==> src/rtl/clock_ctrl_pkg.sv <==
// Shared definitions for the digital clock timekeeping controller.
//   mode_e      : RUN / SET_H / SET_M encodings (also the mode_o values)
//   MAX_*       : BCD field limits for hours, minutes and seconds
//   MASK_*      : per-digit blink masks in {H tens, H ones, M tens, M ones} order
//   cnt_width() : counter width for a modulus, never below 1 bit
package clock_ctrl_pkg;

   typedef enum logic [1:0] {
      MODE_RUN   = 2'd0,
      MODE_SET_H = 2'd1,
      MODE_SET_M = 2'd2
   } mode_e;

   localparam logic [7:0] MAX_HOUR = 8'h23;
   localparam logic [7:0] MAX_MIN  = 8'h59;
   localparam logic [7:0] MAX_SEC  = 8'h59;

   localparam logic [3:0] MASK_NONE = 4'b0000;
   localparam logic [3:0] MASK_HOUR = 4'b1100;
   localparam logic [3:0] MASK_MIN  = 4'b0011;

   function automatic int cnt_width(input int n);
      return (n > 1) ? $clog2(n) : 1;
   endfunction

endpackage

==> src/rtl/bcd_mod_counter.sv <==
// Two-digit BCD modulo counter (one field of the clock: seconds, minutes or hours).
//   clk_i, rst_i : clock, synchronous active-high reset
//   inc_i, dec_i : step up / down; both together cancel
//   clr_i        : force 00, overrides any step
//   max_i        : last legal value (BCD); up past it wraps to 00, down from 00 wraps to it
//   value_o      : current value, {tens, ones}
//   carry_o      : high in the cycle an up-step wraps max_i -> 00
module bcd_mod_counter (
   input  logic       clk_i,
   input  logic       rst_i,
   input  logic       inc_i,
   input  logic       dec_i,
   input  logic       clr_i,
   input  logic [7:0] max_i,
   output logic [7:0] value_o,
   output logic       carry_o
);

   logic       step_up;
   logic       step_dn;
   logic [7:0] plus_one;
   logic [7:0] minus_one;

   assign step_up = inc_i & ~dec_i & ~clr_i;
   assign step_dn = dec_i & ~inc_i & ~clr_i;
   assign carry_o = step_up & (value_o == max_i);

   always_comb begin
      if (value_o[3:0] == 4'd9) plus_one = {value_o[7:4] + 4'd1, 4'd0};
      else                      plus_one = {value_o[7:4], value_o[3:0] + 4'd1};
      if (value_o[3:0] == 4'd0) minus_one = {value_o[7:4] - 4'd1, 4'd9};
      else                      minus_one = {value_o[7:4], value_o[3:0] - 4'd1};
   end

   always_ff @(posedge clk_i) begin
      if (rst_i || clr_i)  value_o <= 8'h00;
      else if (step_up)    value_o <= (value_o == max_i) ? 8'h00 : plus_one;
      else if (step_dn)    value_o <= (value_o == 8'h00) ? max_i : minus_one;
   end

endmodule

==> src/rtl/clock_set_ctrl.sv <==
// Timekeeping and time-set controller: owns HH:MM:SS, the 1 Hz prescaler,
// the RUN/SET_H/SET_M mode FSM and the blink mask for the display driver.
//   clk_i      : system clock
//   rst_i      : synchronous active-high reset
//   btn_i      : [3] mode, [2] clear seconds, [1] increment, [0] decrement
//   bcd_o      : {H tens, H ones, M tens, M ones}
//   sec_bcd_o  : {S tens, S ones}
//   mode_o     : 0 RUN, 1 SET_H, 2 SET_M
//   blink_o    : per-digit blank request, bcd_o digit order
//   sec_tick_o : one-cycle pulse for each second advance
// Build option AUTO_REPEAT_EN: holding inc/dec in a set mode auto-repeats
// after REPEAT_DLY cycles, then every REPEAT_PER cycles.
//
// state      | meaning
// MODE_RUN   | time advances from the prescaler; clear button zeroes seconds
// MODE_SET_H | time frozen; inc/dec adjust hours, hour digits blink
// MODE_SET_M | time frozen; inc/dec adjust minutes, minute digits blink
module clock_set_ctrl
   import clock_ctrl_pkg::*;
#(
   parameter int TICK_DIV   = 50000000,
`ifdef AUTO_REPEAT_EN
   parameter int REPEAT_DLY = 25000000,
   parameter int REPEAT_PER = 5000000,
`endif
   parameter int BLINK_DIV  = 12500000
) (
   input  logic        clk_i,
   input  logic        rst_i,
   input  logic [3:0]  btn_i,
   output logic [15:0] bcd_o,
   output logic [7:0]  sec_bcd_o,
   output logic [1:0]  mode_o,
   output logic [3:0]  blink_o,
   output logic        sec_tick_o
);

   localparam int TW = cnt_width(TICK_DIV);
   localparam int BW = cnt_width(BLINK_DIV);
   localparam logic [TW-1:0] TICK_LAST  = TW'(TICK_DIV - 1);
   localparam logic [BW-1:0] BLINK_LOAD = BW'(BLINK_DIV - 1);

   mode_e         state;
   mode_e         state_next;
   logic [3:0]    sync1;
   logic [3:0]    sync2;
   logic [3:0]    prev;
   logic [3:0]    btn_edge;
   logic          mode_edge;
   logic          inc_edge;
   logic          dec_edge;
   logic          clr_edge;
   logic          rep_inc;
   logic          rep_dec;
   logic          in_run;
   logic          in_set_h;
   logic          in_set_m;
   logic [TW-1:0] presc;
   logic          tick;
   logic [BW-1:0] blink_cnt;
   logic          blink_phase;
   logic [7:0]    sec_val;
   logic [7:0]    min_val;
   logic [7:0]    hour_val;
   logic          sec_carry;
   logic          min_carry;
   logic          hour_carry_unused;

   always_ff @(posedge clk_i) begin
      if (rst_i) begin
         sync1 <= '0;
         sync2 <= '0;
         prev  <= '0;
      end else begin
         sync1 <= btn_i;
         sync2 <= sync1;
         prev  <= sync2;
      end
   end

   assign btn_edge  = sync2 & ~prev;
   assign mode_edge = btn_edge[3];
   // A mode press swallows any other button edge in the same cycle.
   assign inc_edge  = ~mode_edge & (btn_edge[1] | rep_inc);
   assign dec_edge  = ~mode_edge & (btn_edge[0] | rep_dec);
   assign clr_edge  = in_run & ~mode_edge & btn_edge[2];

   assign in_run   = (state == MODE_RUN);
   assign in_set_h = (state == MODE_SET_H);
   assign in_set_m = (state == MODE_SET_M);

`ifdef AUTO_REPEAT_EN
   localparam int RW = cnt_width((REPEAT_DLY > REPEAT_PER) ? REPEAT_DLY : REPEAT_PER);
   localparam logic [RW-1:0] DLY_LOAD = RW'(REPEAT_DLY - 1);
   localparam logic [RW-1:0] PER_LOAD = RW'(REPEAT_PER - 1);

   logic [RW-1:0] hold_cnt;
   logic          hold_single;
   logic          hold_same;
   logic          rep_fire;

   // The hold only counts while exactly one of inc/dec is down and the
   // pattern is unchanged from last cycle; any change restarts the delay.
   assign hold_single = ~in_run & (sync2[1] ^ sync2[0]);
   assign hold_same   = (sync2[1:0] == prev[1:0]);
   assign rep_fire    = hold_single & hold_same & ~mode_edge & (hold_cnt == '0);
   assign rep_inc     = rep_fire & sync2[1];
   assign rep_dec     = rep_fire & sync2[0];

   always_ff @(posedge clk_i) begin
      if (rst_i || !hold_single || !hold_same || mode_edge) hold_cnt <= DLY_LOAD;
      else if (hold_cnt == '0)                               hold_cnt <= PER_LOAD;
      else                                                   hold_cnt <= hold_cnt - RW'(1);
   end
`else
   assign rep_inc = 1'b0;
   assign rep_dec = 1'b0;
`endif

   always_ff @(posedge clk_i) begin
      if (rst_i) state <= MODE_RUN;
      else       state <= state_next;
   end

   always_comb begin
      state_next = state;
      blink_o    = MASK_NONE;
      if (mode_edge) begin
         case (state)
            MODE_RUN:   state_next = MODE_SET_H;
            MODE_SET_H: state_next = MODE_SET_M;
            default:    state_next = MODE_RUN;
         endcase
      end
      if (blink_phase) begin
         if (in_set_h)      blink_o = MASK_HOUR;
         else if (in_set_m) blink_o = MASK_MIN;
      end
   end

   // Clear wins over a coincident tick: no pulse and no carry that cycle.
   assign tick = in_run & (presc == TICK_LAST) & ~clr_edge;

   always_ff @(posedge clk_i) begin
      if (rst_i || !in_run || clr_edge || presc == TICK_LAST) presc <= '0;
      else                                                    presc <= presc + TW'(1);
   end

   // Entering a set mode restarts the blink with digits visible.
   always_ff @(posedge clk_i) begin
      if (rst_i || state_next == MODE_RUN || state_next != state) begin
         blink_cnt   <= BLINK_LOAD;
         blink_phase <= 1'b0;
      end else if (blink_cnt == '0) begin
         blink_cnt   <= BLINK_LOAD;
         blink_phase <= ~blink_phase;
      end else begin
         blink_cnt   <= blink_cnt - BW'(1);
      end
   end

   // Leaving SET_M zeroes seconds so the first tick is a full period away.
   bcd_mod_counter u_sec (
      .clk_i   (clk_i),
      .rst_i   (rst_i),
      .inc_i   (tick),
      .dec_i   (1'b0),
      .clr_i   (clr_edge | (in_set_m & mode_edge)),
      .max_i   (MAX_SEC),
      .value_o (sec_val),
      .carry_o (sec_carry)
   );

   bcd_mod_counter u_min (
      .clk_i   (clk_i),
      .rst_i   (rst_i),
      .inc_i   ((in_run & sec_carry) | (in_set_m & inc_edge)),
      .dec_i   (in_set_m & dec_edge),
      .clr_i   (1'b0),
      .max_i   (MAX_MIN),
      .value_o (min_val),
      .carry_o (min_carry)
   );

   bcd_mod_counter u_hour (
      .clk_i   (clk_i),
      .rst_i   (rst_i),
      .inc_i   ((in_run & min_carry) | (in_set_h & inc_edge)),
      .dec_i   (in_set_h & dec_edge),
      .clr_i   (1'b0),
      .max_i   (MAX_HOUR),
      .value_o (hour_val),
      .carry_o (hour_carry_unused)
   );

   assign bcd_o      = {hour_val, min_val};
   assign sec_bcd_o  = sec_val;
   assign mode_o     = state;
   assign sec_tick_o = tick;

endmodule

==> config.mk <==
export PLATFORM = sky130hd
export DESIGN_NAME = clock_set_ctrl
export DESIGN_NICKNAME = d
export VERILOG_FILES = /design/src/rtl/clock_ctrl_pkg.sv /design/src/rtl/bcd_mod_counter.sv /design/src/rtl/clock_set_ctrl.sv
export SDC_FILE = /design/constraint.sdc
export NUM_CORES = 1
export LEC_CHECK = 0
export CAP_MARGIN = 20
export CORE_MARGIN = 10
export CORE_UTILIZATION = 50
export CTS_BUF_LIST = sky130_fd_sc_hd__clkbuf_16
export DETAILED_ROUTE_END_ITERATION = 16
export PLACE_DENSITY = 0.7
export SYNTH_ARGS = -nofsm -noshare
export SYNTH_HDL_FRONTEND = slang
export SYNTH_SLANG_ARGS = --single-unit
==> constraint.sdc <==
create_clock -name clk_i -period 5.05 [get_ports clk_i]
set_input_delay 1.01 -clock clk_i [delete_from_list [all_inputs] [get_ports clk_i]]
set_output_delay 1.01 -clock clk_i [all_outputs]
set_load 0.01 [all_outputs]
Word-level counts from Yosys, hierarchy flattened

Index checks and enable logic that the tools add are counted.

Register bits after elaboration: 89
Word-level logic and storage cells: 112
Input bits: 6

Muxes and demuxes: 19
Equal/unequal tests: 12
Add/subtract/negate cells: 12
Bitwise operators: 33
Reduce and logical (&&, ||, !) cells: 23

Operators with widths:

| cell                    | count |
|---|---|
| $mux W8                 | 14 |
| $add A26 B1 Y26 const B | 1 |
| $eq A26 B26 Y1 const B  | 1 |
| $add A4 B1 Y4 const B   | 6 |
| $logic_not A24 Y1       | 1 |
| $sub A24 B1 Y24 const B | 1 |
| $and A1 B1 Y1           | 20 |
| $eq A8 B7 Y1 const B    | 2 |
| $logic_not A8 Y1        | 2 |
| $sub A4 B1 Y4 const B   | 4 |
| $eq A4 B4 Y1 const B    | 3 |
| $eq A8 B6 Y1 const B    | 1 |
| $logic_not A4 Y1        | 2 |
| $mux W4                 | 2 |
| $not A1 Y1              | 8 |
| $logic_or A1 B1 Y1      | 6 |
| $ne A3 B3 Y1 const B    | 2 |
| $reduce_and A3 Y1       | 2 |
| $reduce_bool A2 Y1      | 3 |
| $reduce_bool A3 Y1      | 2 |
| $and A4 B4 Y4           | 1 |
| $logic_not A2 Y1        | 2 |
| $mux W2                 | 2 |
| $not A4 Y4              | 1 |
| other kinds (8)         | 10 |

Longest topological paths before layout

Depth after elaboration: 19
Mapped depth: 20
Mapped depth without buffers: 18

Hierarchy

From an unflattened synthesis, not the netlist that was laid out.

Cells, all modules: 703
Area total of the unflattened synthesis: 5713.0 um2

By module, submodules not included:

| module          | area an instance (um2) | seq. area each (um2) | instances | cells an instance |
|---|---|---|---|---|
| clock_set_ctrl  | 2867.8                 | 1301.2               | 1         | 325 |
| bcd_mod_counter | 948.4                  | 160.2                | 3         | 126 |

Least setup slack after synthesis

Ideal clock, no wire load.

Path kind: register to register
Start point: register presc[0]
End point: register u_hour.value_o[4]
Library setup time: 0.071 ns
Arrival time: 3.957 ns
Data required time: 4.979 ns
Cell stages (with the launch flop): 20
Setup slack: 1.023 ns
Cells stage by stage: dfxtp_1 ha_1 and2_1 and4_1 buf_6 and4_1 a22oi_1 nor2_1 ha_1 clkbuf_1 nand3_1 or2_2 o31ai_1 nor2b_1 ha_1 and4b_1 clkbuf_1 a221oi_2 or3_1 a21oi_1

Cells in the longest elaborated chain, start to end: 15
Elaborated cells on any way between the ends: 19
Those cells by class: eq/ne: 2; mux: 1; bitwise: 13; reduce/logical: 3

Ends and longest elaborated chain:

| what                                | RTL line              | text |
|---|---|---|
| from (decl)                         | clock_set_ctrl.sv:58  | `logic [TW-1:0] presc;` |
| from (signal assigned)              | clock_set_ctrl.sv:146 | `else presc <= presc + TW'(1);` |
| $eq A26 B26 Y1 *                    | clock_set_ctrl.sv:142 | `assign tick = in_run & (presc == TICK_LAST) & ~clr_edge;` |
| $and A1 B1 Y1 * (2 in a row)        | clock_set_ctrl.sv:142 |  |
| $and A1 B1 Y1 *                     | bcd_mod_counter.sv:24 | `assign step_up = inc_i & ~dec_i & ~clr_i;` |
| $and A1 B1 Y1 *                     | bcd_mod_counter.sv:26 | `assign carry_o = step_up & (value_o == max_i);` |
| $and A1 B1 Y1 *                     | clock_set_ctrl.sv:177 | `.inc_i ((in_run & sec_carry) \| (in_set_m & inc_edge)),` |
| $or A1 B1 Y1 *                      | clock_set_ctrl.sv:177 |  |
| $and A1 B1 Y1 *                     | bcd_mod_counter.sv:24 |  |
| $and A1 B1 Y1 *                     | bcd_mod_counter.sv:26 |  |
| $and A1 B1 Y1 *                     | clock_set_ctrl.sv:188 | `.inc_i ((in_run & min_carry) \| (in_set_h & inc_edge)),` |
| $or A1 B1 Y1 *                      | clock_set_ctrl.sv:188 |  |
| $not A1 Y1                          | bcd_mod_counter.sv:25 | `assign step_dn = dec_i & ~inc_i & ~clr_i;` |
| $and A1 B1 Y1                       | bcd_mod_counter.sv:25 |  |
| $reduce_bool A2 Y1 (no source line) | --                    |  |
| $reduce_and A3 Y1 (no source line)  | --                    |  |
| to (signal assigned)                | bcd_mod_counter.sv:37 | `else if (step_up) value_o <= (value_o == max_i) ? 8'h00 : plus_one;` |
| to (signal assigned)                | bcd_mod_counter.sv:38 | `else if (step_dn) value_o <= (value_o == 8'h00) ? max_i : minus_one;` |
| to (decl)                           | bcd_mod_counter.sv:15 | `output logic [7:0] value_o,` |

Every way passes the cells marked *; elsewhere a longest branch is shown, timed or not.
A chain may end at the register's enable or synchronous reset.

Worst setup path in the final report

Start point: register sync2[3]
End point: register u_hour.value_o[2]

Cells in the longest elaborated chain, start to end: 17
Elaborated cells on any way between the ends: 30
Those cells by class: mux: 1; bitwise: 28; reduce/logical: 1

Ends and longest elaborated chain:

| what                                        | RTL line                                                         | text |
|---|---|---|
| from (decl)                                 | clock_set_ctrl.sv:46                                             | `logic [3:0] sync2;` |
| from (signal assigned)                      | clock_set_ctrl.sv:76                                             | `sync2 <= sync1;` |
| $and A4 B4 Y4 *                             | clock_set_ctrl.sv:81                                             | `assign btn_edge = sync2 & ~prev;` |
| $not A1 Y1                                  | clock_set_ctrl.sv:84, clock_set_ctrl.sv:85, clock_set_ctrl.sv:86 |  |
| $and A1 B1 Y1 (2 in a row)                  | clock_set_ctrl.sv:86                                             | `assign clr_edge = in_run & ~mode_edge & btn_edge[2];` |
| $not A1 Y1 or $or A1 B1 Y1 (tied branches)  | clock_set_ctrl.sv:142, clock_set_ctrl.sv:168                     |  |
| $and A1 B1 Y1 or $not A1 Y1 (tied branches) | clock_set_ctrl.sv:142, bcd_mod_counter.sv:24                     |  |
| $and A1 B1 Y1                               | bcd_mod_counter.sv:24                                            |  |
| $and A1 B1 Y1                               | bcd_mod_counter.sv:26                                            |  |
| $and A1 B1 Y1                               | clock_set_ctrl.sv:177                                            |  |
| $or A1 B1 Y1                                | clock_set_ctrl.sv:177                                            |  |
| $and A1 B1 Y1                               | bcd_mod_counter.sv:24                                            |  |
| $and A1 B1 Y1                               | bcd_mod_counter.sv:26                                            |  |
| $and A1 B1 Y1                               | clock_set_ctrl.sv:188                                            |  |
| $or A1 B1 Y1                                | clock_set_ctrl.sv:188                                            |  |
| $not A1 Y1                                  | bcd_mod_counter.sv:25                                            |  |
| $and A1 B1 Y1                               | bcd_mod_counter.sv:25                                            |  |
| $reduce_bool A2 Y1 (no source line)         | --                                                               |  |

Marked as above.

==> run_results.csv <==
group,metric,value,unit
run_status,status,"finished, final reports clean",
sta,fin_ws,643,ps
global_routing,grt_use_total,14.1,%
sta,fin_worst_skew,7.18,ps
synthesis,synth_xor_area_share,6.89,%
floorplan,chipWidth,117,um
power_and_ir_drop,swShare,21.8,%
global_routing,grt_pass1_vias,3512,
power_and_ir_drop,cell_internal_pwr,1.05,mW
sta,slew-limit-headroom,36.3,%
route,drt_iter0_drc,302,
cells_and_area,n_fill_cell,823,
cells_and_area,final_nets,599,
route,avgRoutedWirePerCell,13.8,um
floorplan,die_h,117,um
synthesis,syn_nets,571,
clock_network,cts_root_buffer,"clkbuf_16",
power_and_ir_drop,power.switching,0.293,mW
route,ant_nets,0,
route,routed_via_density,5.68,
clock_network,post_cts_resized,0,
cells_and_area,final_area,5370,um^2
global_routing,gr-usage-met1,17.3,%
clock_network,clock-sinks,89,
setup_path,crit_fanout,14,
synthesis,synth_compound_area_share,11.4,%
synthesis,ys_types,69,
sta,fmax,0.227,GHz
sta,finalMaxSlewViolations,0,
sta,rsz0062_at_grt,"no",
global_routing,grt_util_met3,3.16,%
floorplan,die_area,13700,um^2
synthesis,synthArstFlopShare,0,%
route,drcViolationCount,0,
global_routing,gr-total-overflow,0,
synthesis,synth_edf_count,0,
synthesis,netlist_instances,542,
cells_and_area,drive_above_1_share,5.93,%
setup_path,slowest_stage,"nor2b_1",
power_and_ir_drop,finalPower,1.34,mW
synthesis,synth-simple-area-share,31.4,%
synthesis,synthMuxAreaShare,2.61,%
cells_and_area,finish.utilization,58.4,%
placed_design,portBuffers,36,
floorplan,initial_utilization,51.1,%
clock_network,cts_buffers,9,
clock_network,clock_path_buffers,2,
setup_path,r2r_slack,640,ps
power_and_ir_drop,pwr_density_cell,250,nW/um^2
synthesis,yosysTopAreaCellShare,37.9,%
run,cap_violations,0,
setup_path,cp.arrival,4650,ps
clock_network,post_cts_buffers,0,
power_and_ir_drop,leakage,1.89,nW
sta,hold_violations,0,
setup_path,r2r_start,"sync2[3]",
power_and_ir_drop,power_frac_seq,53.2,%
global_routing,busiest_layer,"met2",
worst_hold_path,min_from,"sync1[2]",
floorplan,ioPinCount,37,
sta,fin_setup_tns,0,ps
power_and_ir_drop,p_clk_share,43.3,%
global_routing,antenna_found_initial,0,
setup_path,r2r-end,"u_hour.value_o[2]",
global_routing,grt_max_degree,37,
synthesis,ys_seq_area_share,37.9,%
sta,min_period,4410,ps
synthesis,synth_seq_cells,89,
floorplan,rows,35,
route,drt-pass1-iter-count,5,
synthesis,synthTopCellsByArea,"dfxtp_1 38%, ha_1 6.1%, nor2_1 5.5%",
clock_network,ctsHoldBuffers,0,
synthesis,synth_top_family_by_area,"simple AND/OR/NAND/NOR gates",
clock_network,path_clk_slew,60,ps
power_and_ir_drop,vdd_drop_max,162,uV
global_routing,grt_pass1_wl,16000,um
clock_network,cts_tree,"built",
global_routing,gr-usage-met2,23.6,%
power_and_ir_drop,power_frac_comb,3.4,%
setup_path,max_stage_delay,560,ps
placed_design,place_hpwl,6850,um
synthesis,yosysWarningCount,0,
setup_path,crit_type,"flip-flop to flip-flop",
placed_design,placed_cell_area,5120,um^2
setup_path,path_cells,"nor2b_1 > o21a_2 > and4_1 > a22oi_1 > nor2_1 > ha_1 > nand3_1 > or2_2 > o31ai_1 > nor2b_1 > ha_1 > inv_1 > a311oi_1 > a32o_1 > a21oi_1 > a311oi_1",
clock_network,insertion_delay,330,ps
route,wl,9470,um
setup_path,startpoint_type,"flip-flop",
worst_hold_path,min_path_cells,1,
setup_path,crit_path_end_kind,"flip-flop",
setup_path,rr_worst_depth,16,
sta,worstMarginPinSlew,956,ps
floorplan,core,9200,um^2
cells_and_area,syn_to_final_growth,14.3,%
sta,setup_violations,0,
synthesis,synth_largest_area_cell,"dfxtp_1",
worst_hold_path,hp-class,"flip-flop to flip-flop",
setup_path,worst_ep_required_time,5300,ps
synthesis,synth_fa_ha_area_share,6.12,%
sta,fin_crit_sh,87.3,%
clock_network,cts_max_level,3,
placed_design,gp_congestion,0.884,
route,vias,3886,
cells_and_area,diodes,0,
worst_hold_path,min_to,"sync2[2]",
synthesis,synth.cell_area,4700,um^2
synthesis,synth_area_per_cell,8.67,um^2
placed_design,dp_slack,706,ps
synthesis,synthFlopType,"dfxtp_1",
final cells by class:
cell class	instances	area [um^2]	area share [%]
clock buffers	9	225	4.19
clock inverters	5	26.3	0.489
inverters	20	75.1	1.40
multi-input cells	412	2750	51.2
flip-flops and latches	89	1780	33.2
well taps	111	139	2.59
repair buffers	38	375	6.99
critical path, delay by kind of cell (launching register included):
family | cells | cell delay (ps)
DFF | 1 | 320
and+or+nand+nor | 6 | 1590
buffers and inverters | 1 | 130
AOI/OAI and AO/OA | 7 | 1610
adders and majority gates | 2 | 680
cell usage after synthesis, drive strengths merged, types with 7 or more instances:
cell type and instances:
dfxtp 89, nor2 70, nand2 45, nand3 29, a21oi 25, xor2 24
ha 23, inv 20, nor2b 20, nor3 19, clkbuf 14, or3 13
xnor2 13, nand4 12, o21ai 12, mux2i 10, a211oi 7, and2 7
buf 7
state kept, by name, summed over array words and instances, names as in the netlist:
signal and count:
mode_o 2, blink_phase 1, u_hour.value_o 8, prev 4, blink_cnt 24, u_sec.value_o 8, sync2 4, u_min.value_o 8
sync1 4, presc 26
per-stage QoR:
| step | hold slack, ps | instances |
|---|---|---|
| after floorplan | 414 | 542 |
| after global placement | 424 | 670 |
| after detailed placement | 437 | 670 |
| after CTS | 450 | 684 |
| after global routing | 465 | 684 |
| final | 446 | 684 |
layer usage:
layer,part of all wire [%],up-vias
li1,-,1973
met1,48,1828
met2,46,72
met3,4.1,13
met4,1.6,0
met5,0,-
worst max path at each step:
stage	startpoint	end	slack [ps]	cells after the start
2_1_floorplan	presc[0]	u_hour.value_o[4]	1020	19
3_3_place_gp	sync2[3]	u_hour.value_o[4]	830	15
3_5_place_dp	sync2[3]	u_hour.value_o[2]	710	16
4_1_cts	sync2[3]	u_hour.value_o[2]	670	16
5_1_grt	sync2[3]	u_hour.value_o[2]	180	16
6_report	sync2[3]	u_hour.value_o[2]	640	16
logic make-up after synthesis:
logic type | after synthesis
AOI/OAI and AO/OA | 80
xor gates and xnor gates | 37
adders and majority gates | 23
buffers and inverters | 41
DFF | 89
muxes | 12
and+or+nand+nor | 260
cell usage in the layout (no fill, tap or decap), types with 13 or more instances in the layout:
| cell | instances |
|---|---|
| nand3_1 | 29 |
| nand2_1 | 45 |
| ha_1 | 23 |
| xor2_1 | 24 |
| nor2_1 | 69 |
| clkdlybuf4s50_1 | 36 |
| inv_1 | 21 |
| dfxtp_1 | 89 |
| nor3_1 | 17 |
| xnor2_1 | 13 |
| nor2b_1 | 20 |
| a21oi_1 | 25 |
power by group through the flow:
stage | clock [mW] | sequential [mW] | combinational (mW)
finish | 0.582 | 0.715 | 0.0461
global route | 0.627 | 0.716 | 0.0517
CTS | 0.598 | 0.715 | 0.0465
detailed placement | 0 | 0.731 | 0.0463
global placement | 0 | 0.730 | 0.0460
floorplan | 0 | 0.730 | 0.0322
No activity file was read; power rests on OpenSTA's default activity.
